==> config.mk <==
export PLATFORM = sky130hd
export DESIGN_NAME = fifo_uart_tx_flat
export DESIGN_NICKNAME = d
export VERILOG_FILES = /design/src/rtl/fifo_uart_tx_if.sv /design/src/rtl/fifo_uart_tx.sv /design/src/flat_wrapper.sv
export SDC_FILE = /design/constraint.sdc
export NUM_CORES = 1
export LEC_CHECK = 0
export CAP_MARGIN = 40
export CORE_MARGIN = 2
export CORE_UTILIZATION = 40
export DETAILED_ROUTE_END_ITERATION = 10
export SLEW_MARGIN = 20
export SYNTH_ARGS = -nofsm -noshare
export SYNTH_HDL_FRONTEND = slang
export SYNTH_SLANG_ARGS = --single-unit
==> constraint.sdc <==
create_clock -name clk -period 2.41 [get_ports clk]
set_input_delay 0.482 -clock clk [delete_from_list [all_inputs] [get_ports clk]]
set_output_delay 0.482 -clock clk [all_outputs]
set_load 0.05 [all_outputs]
==> src/rtl/fifo_uart_tx_if.sv <==
// Handshake bundle between the FIFO read side and the UART transmitter.
//   enable     : permits starting a new frame
//   fifo_empty : FIFO empty flag
//   fifo_data  : FIFO registered read data (valid one cycle after the pop)
//   fifo_rd_en : single-cycle pop request to the FIFO
//   tx         : serial line, idle high
//   busy       : transmitter not idle
//   frame_done : pulse on the final cycle of the last stop bit
// The slave modport is the transmitter's view; master is the environment's.
interface fifo_uart_tx_if #(
  parameter int DATA_WIDTH = 8
);
  logic                  enable;
  logic                  fifo_empty;
  logic [DATA_WIDTH-1:0] fifo_data;
  logic                  fifo_rd_en;
  logic                  tx;
  logic                  busy;
  logic                  frame_done;

  modport master (
    output enable, fifo_empty, fifo_data,
    input  fifo_rd_en, tx, busy, frame_done
  );

  modport slave (
    input  enable, fifo_empty, fifo_data,
    output fifo_rd_en, tx, busy, frame_done
  );
endinterface

==> src/rtl/fifo_uart_tx.sv <==
// FIFO drain stage + UART serializer. Pops one word when enabled and the FIFO
// is non-empty, then sends start bit, data LSB first, optional even parity and
// 1 or 2 stop bits.
// Ports:
//   clk : rising-edge clock
//   rst : synchronous active-high reset
//   bus : fifo_uart_tx_if.slave (enable/fifo_empty/fifo_data in,
//         fifo_rd_en/tx/busy/frame_done out)
module fifo_uart_tx #(
  parameter int DATA_WIDTH   = 8,
  parameter int CLKS_PER_BIT = 16,
  parameter int PARITY_EN    = 0,
  parameter int STOP_BITS    = 1
) (
  input  logic           clk,
  input  logic           rst,
  fifo_uart_tx_if.slave  bus
);

  localparam int BW = $clog2(CLKS_PER_BIT);
  localparam int CW = $clog2(DATA_WIDTH) + 1;
  localparam logic [BW-1:0] BAUD_MAX  = BW'(CLKS_PER_BIT - 1);
  localparam logic [CW-1:0] DATA_LAST = CW'(DATA_WIDTH - 1);
  localparam logic [CW-1:0] STOP_LAST = CW'(STOP_BITS - 1);

  typedef enum logic [2:0] {
    IDLE, FETCH, LOAD, START, DATA, PARITY, STOP
  } state_t;

  state_t                state, state_nx;
  logic [BW-1:0]         baud;
  logic [CW-1:0]         bit_cnt;
  logic [DATA_WIDTH-1:0] shift_reg;
  logic                  parity;
  logic                  baud_end;
  logic                  timed;

  assign baud_end = (baud == BAUD_MAX);
  // only the line-driving states count bit periods
  assign timed = (state == START) || (state == DATA) ||
                 (state == PARITY) || (state == STOP);

  always_ff @(posedge clk) begin
    if (rst) state <= IDLE;
    else     state <= state_nx;
  end

  always_comb begin
    state_nx        = state;
    bus.tx          = 1'b1;
    bus.fifo_rd_en  = 1'b0;
    bus.frame_done  = 1'b0;
    bus.busy        = (state != IDLE);
    case (state)
      IDLE:   if (bus.enable && !bus.fifo_empty) state_nx = FETCH;
      FETCH: begin
        bus.fifo_rd_en = 1'b1;
        state_nx       = LOAD;
      end
      LOAD:   state_nx = START;
      START: begin
        bus.tx = 1'b0;
        if (baud_end) state_nx = DATA;
      end
      DATA: begin
        bus.tx = shift_reg[0];
        if (baud_end && bit_cnt == DATA_LAST)
          state_nx = (PARITY_EN != 0) ? PARITY : STOP;
      end
      PARITY: begin
        bus.tx = parity;
        if (baud_end) state_nx = STOP;
      end
      STOP: begin
        if (baud_end && bit_cnt == STOP_LAST) begin
          bus.frame_done = 1'b1;
          state_nx       = IDLE;
        end
      end
      default: state_nx = IDLE;
    endcase
  end

  // Counters clear on every state change; bit_cnt counts data bits in DATA
  // and stop-bit periods in STOP.
  always_ff @(posedge clk) begin
    if (rst) begin
      baud      <= '0;
      bit_cnt   <= '0;
      shift_reg <= '0;
      parity    <= 1'b0;
    end else begin
      if (state_nx != state) begin
        baud    <= '0;
        bit_cnt <= '0;
      end else if (timed) begin
        if (baud_end) begin
          baud    <= '0;
          bit_cnt <= bit_cnt + CW'(1);
        end else begin
          baud    <= baud + BW'(1);
        end
      end
      if (state == LOAD) begin
        shift_reg <= bus.fifo_data;
        parity    <= ^bus.fifo_data;
      end else if (state == DATA && baud_end) begin
        shift_reg <= shift_reg >> 1;
      end
    end
  end

endmodule

==> src/flat_wrapper.sv <==
// flat-port wrapper written by rule: the top's interface ports become plain ports
module fifo_uart_tx_flat 
#(
  parameter int DATA_WIDTH   = 8,
  parameter int CLKS_PER_BIT = 16,
  parameter int PARITY_EN    = 0,
  parameter int STOP_BITS    = 1
)
  (clk, rst, bus_enable, bus_fifo_empty, bus_fifo_data, bus_fifo_rd_en, bus_tx, bus_busy, bus_frame_done);
  fifo_uart_tx_if #(.DATA_WIDTH(DATA_WIDTH)) bus_i ();
  input  logic clk;
  input  logic rst;
  input wire logic [$bits(bus_i.enable)-1:0] bus_enable;
  input wire logic [$bits(bus_i.fifo_empty)-1:0] bus_fifo_empty;
  input wire logic [$bits(bus_i.fifo_data)-1:0] bus_fifo_data;
  output wire logic [$bits(bus_i.fifo_rd_en)-1:0] bus_fifo_rd_en;
  output wire logic [$bits(bus_i.tx)-1:0] bus_tx;
  output wire logic [$bits(bus_i.busy)-1:0] bus_busy;
  output wire logic [$bits(bus_i.frame_done)-1:0] bus_frame_done;
  assign bus_i.enable = bus_enable;
  assign bus_i.fifo_empty = bus_fifo_empty;
  assign bus_i.fifo_data = bus_fifo_data;
  assign bus_fifo_rd_en = bus_i.fifo_rd_en;
  assign bus_tx = bus_i.tx;
  assign bus_busy = bus_i.busy;
  assign bus_frame_done = bus_i.frame_done;
  fifo_uart_tx #(.DATA_WIDTH(DATA_WIDTH), .CLKS_PER_BIT(CLKS_PER_BIT), .PARITY_EN(PARITY_EN), .STOP_BITS(STOP_BITS)) u_core (.clk(clk), .rst(rst), .bus(bus_i));
endmodule
==> results by group, run 1 <==
CTS
  – TritonCTS clock tree: yes
  – Post-CTS Setup Bufs: 0
  – H-tree lvl count: 1
  – Total CTS buffers: 3
  – Hold-fix buffers at CTS: 0
  – Clock-pin slew on the worst setup and hold paths: 0.10 ns
  – Clk_lat worst skew: 0.30 ns
  – Clk sinks: 20
  – CTS resizes: 0
  – CTS Buffer Depth: 2
  – Clock root cell: clkbuf_4

Finish
  – Util after Layout: 0.504
  – Non-filler cells in the finished layout: 180
  – Final net count: 166
  – Fraction of layout cells with a size suffix above 1: 0.148
  – Post-Layout Inst Area: 1400 sq um
  – Max FFs per register: 8
  – N_diodes: 0
  – Area grow syn2layout: 18.2%

Power and ir drop
  – VDD IR-drop max: 318 uV
  – Comb pwr share: 0.217
  – P_int: 0.000472 W
  – Clock Power Share: 0.237
  – Sequential share of power: 0.547
  – Pwr Density: 464 nW/um^2
  – Static Leak: 0.556 nW
  – Net Switching: 0.000179 W
  – Switching Fraction: 0.275

GRT
  – First-pass GRT wire length: 4300 um
  – Vias in the first global route: 960
  – Largest net degree at the start of global routing: 17
  – GR Overflow Total: 0
  – Total global-route track usage: 0.162
  – Initial antenna violation count: 0

Placement
  – HPWL Detailed: 1710 um
  – Placed cell area: 1380 sq um
  – RePlAce Congestion: 0.709
  – Placed cells: 177
  – Port bufs: 15

Die
  – Row count: 19
  – Core area: 2780 sq um
  – IO Count: 16
  – Initial core utilization: 0.426
  – Die Wd: 58.5 um
  – Die H: 58.5 um
  – Die area: 3420 sq um

Timing
  – Max frequency: 0.439 GHz
  – Finish-stage setup viols: 0
  – Worst-margin pin slew: 0.486 ns
  – Slew Viols, Final: 0
  – Final hold vios: 0
  – RSZ-0062 raised after global routing: no
  – Hold slack: 0.482 ns
  – Slew Limit Headroom: 0.675
  – Final period util: 0.945
  – Post-route minimum period: 2.28 ns
  – Clock skew: 0.00329 ns
  – Sum Neg Setup Slack: 0 ns

Detailed routing
  – Final ANT Viol Nets: 0
  – Per-cell routed wire length: 13.2 um
  – Initial detailed-routing violation count: 33
  – Total number of vias: 996
  – Residual DRC: 0
  – DRT Pass-1 Iters: 3
  – Routed WL: 2370 um
  – Vias/cell: 5.53

Hold path
  – Hold Crit Class: flip-flop to flip-flop

Synth
  – Synth unique cells: 34
  – Synth warn: 0
  – Seq/Total Area, Yosys: 0.338
  – Syn_nets: 149
  – Post-synthesis cell area: 1190 sq um
  – Syn Inst Count: 134
  – Ys flop type: dfxtp_1
  – #FFs+latches synth: 20
  – Asr flop ratio synth: 0
  – Avg Cell Area, Syn: 8.85 sq um
  – Number of synthesized flops with an enable pin: 0

Worst setup path
  – CP arrival: 1.80 ns
  – Worst Path Max Fanout: 11
  – WS Path Type: flip-flop to output port
  – Worst endpoint required time: 1.93 ns
  – Setup crit end kind: output port
  – Crit path launch type: flip-flop

Run
  – Max-Cap Viols: 0

Status
  – Status: finished clean
[routing by layer]
| layer | vias up | part of all wire | track usage |
|---|---|---|---|
| met2 | 15 | 0.48 | 0.268 |
| li1 | 515 | - | - |
| met3 | 4 | 0.034 | 0.0242 |
| met5 | - | 0 | 0 |
| met1 | 462 | 0.47 | 0.208 |
| met4 | 0 | 0.016 | 0.0731 |
[cells by family after synthesis]
| kind of cell | after synthesis | synth area share |
|---|---|---|
| AOI/OAI and AO/OA | 30 | 0.190 |
| adders and majority gates | 3 | 0.0316 |
| muxes | 11 | 0.0928 |
| buffers and inverters | 12 | 0.0601 |
| and+or+nand+nor | 47 | 0.207 |
| xor gates and xnor gates | 11 | 0.0812 |
| DFF | 20 | 0.338 |
[synth_stat cells, drive strengths merged (2+ instances only)]
| library cell | n | area share |
|---|---|---|
| o211ai | 2 | 0.013 |
| nand4 | 2 | 0.016 |
| buf | 5 | 0.038 |
| or3 | 4 | 0.021 |
| nor3 | 9 | 0.038 |
| nand2 | 4 | 0.013 |
| inv | 4 | 0.013 |
| a211oi | 10 | 0.072 |
| nand2b | 4 | 0.021 |
| dfxtp | 20 | 0.34 |
| nand3 | 2 | 0.0084 |
| o21ai | 7 | 0.036 |
| a31oi | 3 | 0.016 |
| or2 | 2 | 0.011 |
| ha | 3 | 0.032 |
| mux2i | 11 | 0.093 |
| nor2 | 15 | 0.047 |
| xor2 | 3 | 0.022 |
| a21oi | 4 | 0.017 |
| and3 | 2 | 0.011 |
| xnor2 | 8 | 0.059 |
| clkbuf | 3 | 0.0095 |
[worst max-delay path: stages (launching register included)]
cell and delay (ns):
dfxtp_1 0.43, or3_1 0.38, clkdlybuf4s50_1 0.70
[worst paths after layout]
kind	cells after the start	startpoint	end	slack (ns)
min	2	u_core.shift_reg[7]	u_core.shift_reg[7]	0.48
min reg2reg	2	u_core.shift_reg[7]	u_core.shift_reg[7]	0.48
max reg2reg	6	u_core.baud[0]	u_core.bit_cnt[0]	0.56
max	2	u_core.state[1]	bus_busy	0.13
[per-stage QoR]
stage	setup slack (ns)	total power (W)
after floorplan	0.303	0.000461
after global placement	0.479	0.000503
after detailed placement	0.463	0.000505
after CTS	0.116	0.000663
after global routing	0.0741	0.000684
final	0.132	0.000650
[power by group through the flow]
stage	Sequential (W)	Combinational [W]	Clock, W
finish	0.000356	0.000141	0.000154
CTS	0.000356	0.000143	0.000165
global placement	0.000363	0.000140	0
detailed placement	0.000363	0.000142	0
global route	0.000358	0.000155	0.000172
floorplan	0.000359	0.000101	0
[cell usage in the layout, fill, tap and decap left out, drive strengths merged]
cell type | netlist | routed
o21ai | 7 | 7
nand4 | 2 | 2
nand2 | 4 | 4
nand3 | 2 | 2
or2 | 2 | 2
clkdlybuf4s50 | 0 | 12
nor2 | 15 | 15
a22oi | 1 | 1
or3 | 4 | 4
nand2b | 4 | 4
clkbuf | 3 | 3
dfxtp | 20 | 20
and4b | 1 | 1
a31oi | 3 | 3
ha | 3 | 3
mux2i | 11 | 11
nor2b | 1 | 1
a21oi | 4 | 4
a21boi | 1 | 1
xnor2 | 8 | 8
xor2 | 3 | 3
a211oi | 10 | 10
o32ai | 1 | 1
and3b | 1 | 1
nor3 | 9 | 9
o22a | 1 | 1
inv | 4 | 4
and3 | 2 | 2
o211ai | 2 | 2
buf | 5 | 8
[cell type report]
type / count / area, sq um
timing repair buffer: 20 / 205
tap: 31 / 38.8
multi-input combinational: 102 / 721
inverter: 4 / 15.0
sequential: 20 / 400
fill: 259 / 1380
clock buffer: 3 / 22.5
(Power assumes the default switching activity.)
==> run 2, diff against run 1 <==
--- a/config.mk
+++ b/config.mk
@@ -7,8 +7,9 @@
 export LEC_CHECK = 0
 export CAP_MARGIN = 40
 export CORE_MARGIN = 2
-export CORE_UTILIZATION = 40
+export CORE_UTILIZATION = 29
 export DETAILED_ROUTE_END_ITERATION = 10
+export SKIP_CTS_REPAIR_TIMING = 1
 export SLEW_MARGIN = 20
 export SYNTH_ARGS = -nofsm -noshare
 export SYNTH_HDL_FRONTEND = slang
==> run 2 against run 1 <==
Net effect:
- sequential power about the same
- worst hold slack improved by 0.0030 ns
- power increased by 10%
- non-clock buffer count unchanged
- critical path type unchanged
- critical endpoint unchanged
- largest cell class unchanged
- highest routed layer unchanged
==> results by group, run 2 (synthesis gave the netlist of run 1 again) <==
Placement
  – Port bufs: 15
  – HPWL Detailed: 1830 um
  – Placed cells: 196
  – RePlAce Congestion: 0.756

CTS
  – CTS Buffer Depth: 2
  – H-tree lvl count: 1
  – Total CTS buffers: 3
  – TritonCTS clock tree: yes
  – Clock root cell: clkbuf_8
  – Clock-pin slew on the worst setup and hold paths: 0.07 ns
  – Clk_lat worst skew: 0.26 ns
  – Clk sinks: 20

Detailed routing
  – Final ANT Viol Nets: 0
  – Per-cell routed wire length: 12.6 um
  – Residual DRC: 0
  – Initial detailed-routing violation count: 67
  – Vias/cell: 4.99
  – Total number of vias: 994
  – DRT Pass-1 Iters: 4
  – Routed WL: 2510 um

Timing
  – Final period util: 0.931
  – Clock skew: 0.00347 ns
  – Hold slack: 0.485 ns
  – Max frequency: 0.446 GHz
  – RSZ-0062 raised after global routing: no
  – Finish-stage setup viols: 0
  – Worst-margin pin slew: 0.489 ns
  – Post-route minimum period: 2.24 ns
  – Slew Viols, Final: 0
  – Final hold vios: 0
  – Slew Limit Headroom: 0.673
  – Sum Neg Setup Slack: 0 ns

Run
  – Max-Cap Viols: 0

Power and ir drop
  – Pwr Density: 497 nW/um^2
  – Static Leak: 0.564 nW
  – VDD IR-drop max: 217 uV

Finish
  – Commonest non-fill, non-tap cell in the layout: dfxtp_1
  – Final net count: 166
  – N_diodes: 0
  – Combined flip-flop and latch cell area: 400 sq um
  – # fillers: 418
  – Fraction of layout cells with a size suffix above 1: 0.141
  – Area grow syn2layout: 21.7%
  – Util after Layout: 0.364
  – Max FFs per register: 8
  – Area of the multi-input gates: 719 sq um
  – Non-filler cells in the finished layout: 199
  – Commonest cells after routing, fill and taps aside: dfxtp_1, nor2_1, clkdlybuf4s50_1

Worst setup path
  – R2r endpoint: u_core.shift_reg[3]
  – Reg2Reg Setup Slack: 0.47 ns
  – Setup crit end kind: output port
  – Crit path launch: u_core.state[1]
  – WS Path Type: flip-flop to output port
  – Crit path capture: bus_busy
  – Crit path launch type: flip-flop
  – Worst endpoint required time: 1.93 ns
  – Worst Path Max Fanout: 11
  – Reg2reg start: u_core.baud[0]
  – CP arrival: 1.76 ns
  – Critical Path, Cell by Cell: or3_1, clkdlybuf4s50_1
  – Worst Reg-to-Reg Cells: 6
  – Slowest CP cell: clkdlybuf4s50_1
  – CP max stage delay: 0.70 ns

Die
  – Die Wd: 68.0 um
  – Row count: 23
  – Core area: 3970 sq um
  – Die H: 68.0 um
  – IO Count: 16
  – Die area: 4620 sq um
  – Initial core utilization: 0.299

GRT
  – Total global-route track usage: 0.118
  – First-pass GRT wire length: 4130 um
  – Largest net degree at the start of global routing: 17
  – Vias in the first global route: 908
  – Initial antenna violation count: 0
  – GR Overflow Total: 0

Status
  – Status: finished clean

Hold path
  – Hold Crit Class: flip-flop to flip-flop
run 2: cell counts in the layout (fill, tap and decap cells not counted):
Identical to the previous run, type by type.
run 2: power breakdown:
part	internal [W]	switching [W]	leakage, nW
clock	0.000111	0.000108	0.0216
sequential	0.000345	0.0000113	0.162
combinational	0.0000682	0.0000729	0.380
total	0.000524	0.000192	0.564
run 2: layout make-up:
type / instances / share of cell area
clock buffers: 3 / 0.0286
inverters: 4 / 0.0104
multi-input cells: 102 / 0.498
flip-flops and latches: 20 / 0.277
well taps: 50 / 0.0433
repair buffers: 20 / 0.142
run 2: routing by layer:
layer / global-route usage / up-vias / share of wire
li1: - / 512 / -
met1: 0.149 / 463 / 0.48
met2: 0.199 / 17 / 0.48
met3: 0.0296 / 2 / 0.037
met4: 0.0300 / 0 / 0.0032
met5: 0 / - / 0
run 2: per-stage QoR:
step                      setup WS (ns)  total power, W  cell area [sq um]
after floorplan                   0.303        0.000461               1190
after global placement            0.469        0.000503               1400
after detailed placement          0.453        0.000506               1400
after CTS                         0.166        0.000726               1440
after global routing              0.100        0.000750               1440
final                             0.166        0.000717               1440
run 2: worst max-delay path: cells and delay by family, from the launching register on:
kind | cells | cell delay (ns)
and+or+nand+nor | 1 | 0.38
DFF | 1 | 0.42
buffers and inverters | 1 | 0.70
run 2: worst min-delay path by stage:
stage / from / end / slack (ns) / cells past startpoint
after CTS: u_core.shift_reg[7] / u_core.shift_reg[7] / 0.48 / 2
final: u_core.shift_reg[7] / u_core.shift_reg[7] / 0.48 / 2
after floorplan: u_core.shift_reg[7] / u_core.shift_reg[7] / 0.45 / 2
after global placement: u_core.shift_reg[7] / u_core.shift_reg[7] / 0.46 / 2
after detailed placement: u_core.shift_reg[7] / u_core.shift_reg[7] / 0.47 / 2
after global routing: u_core.shift_reg[7] / u_core.shift_reg[7] / 0.53 / 2
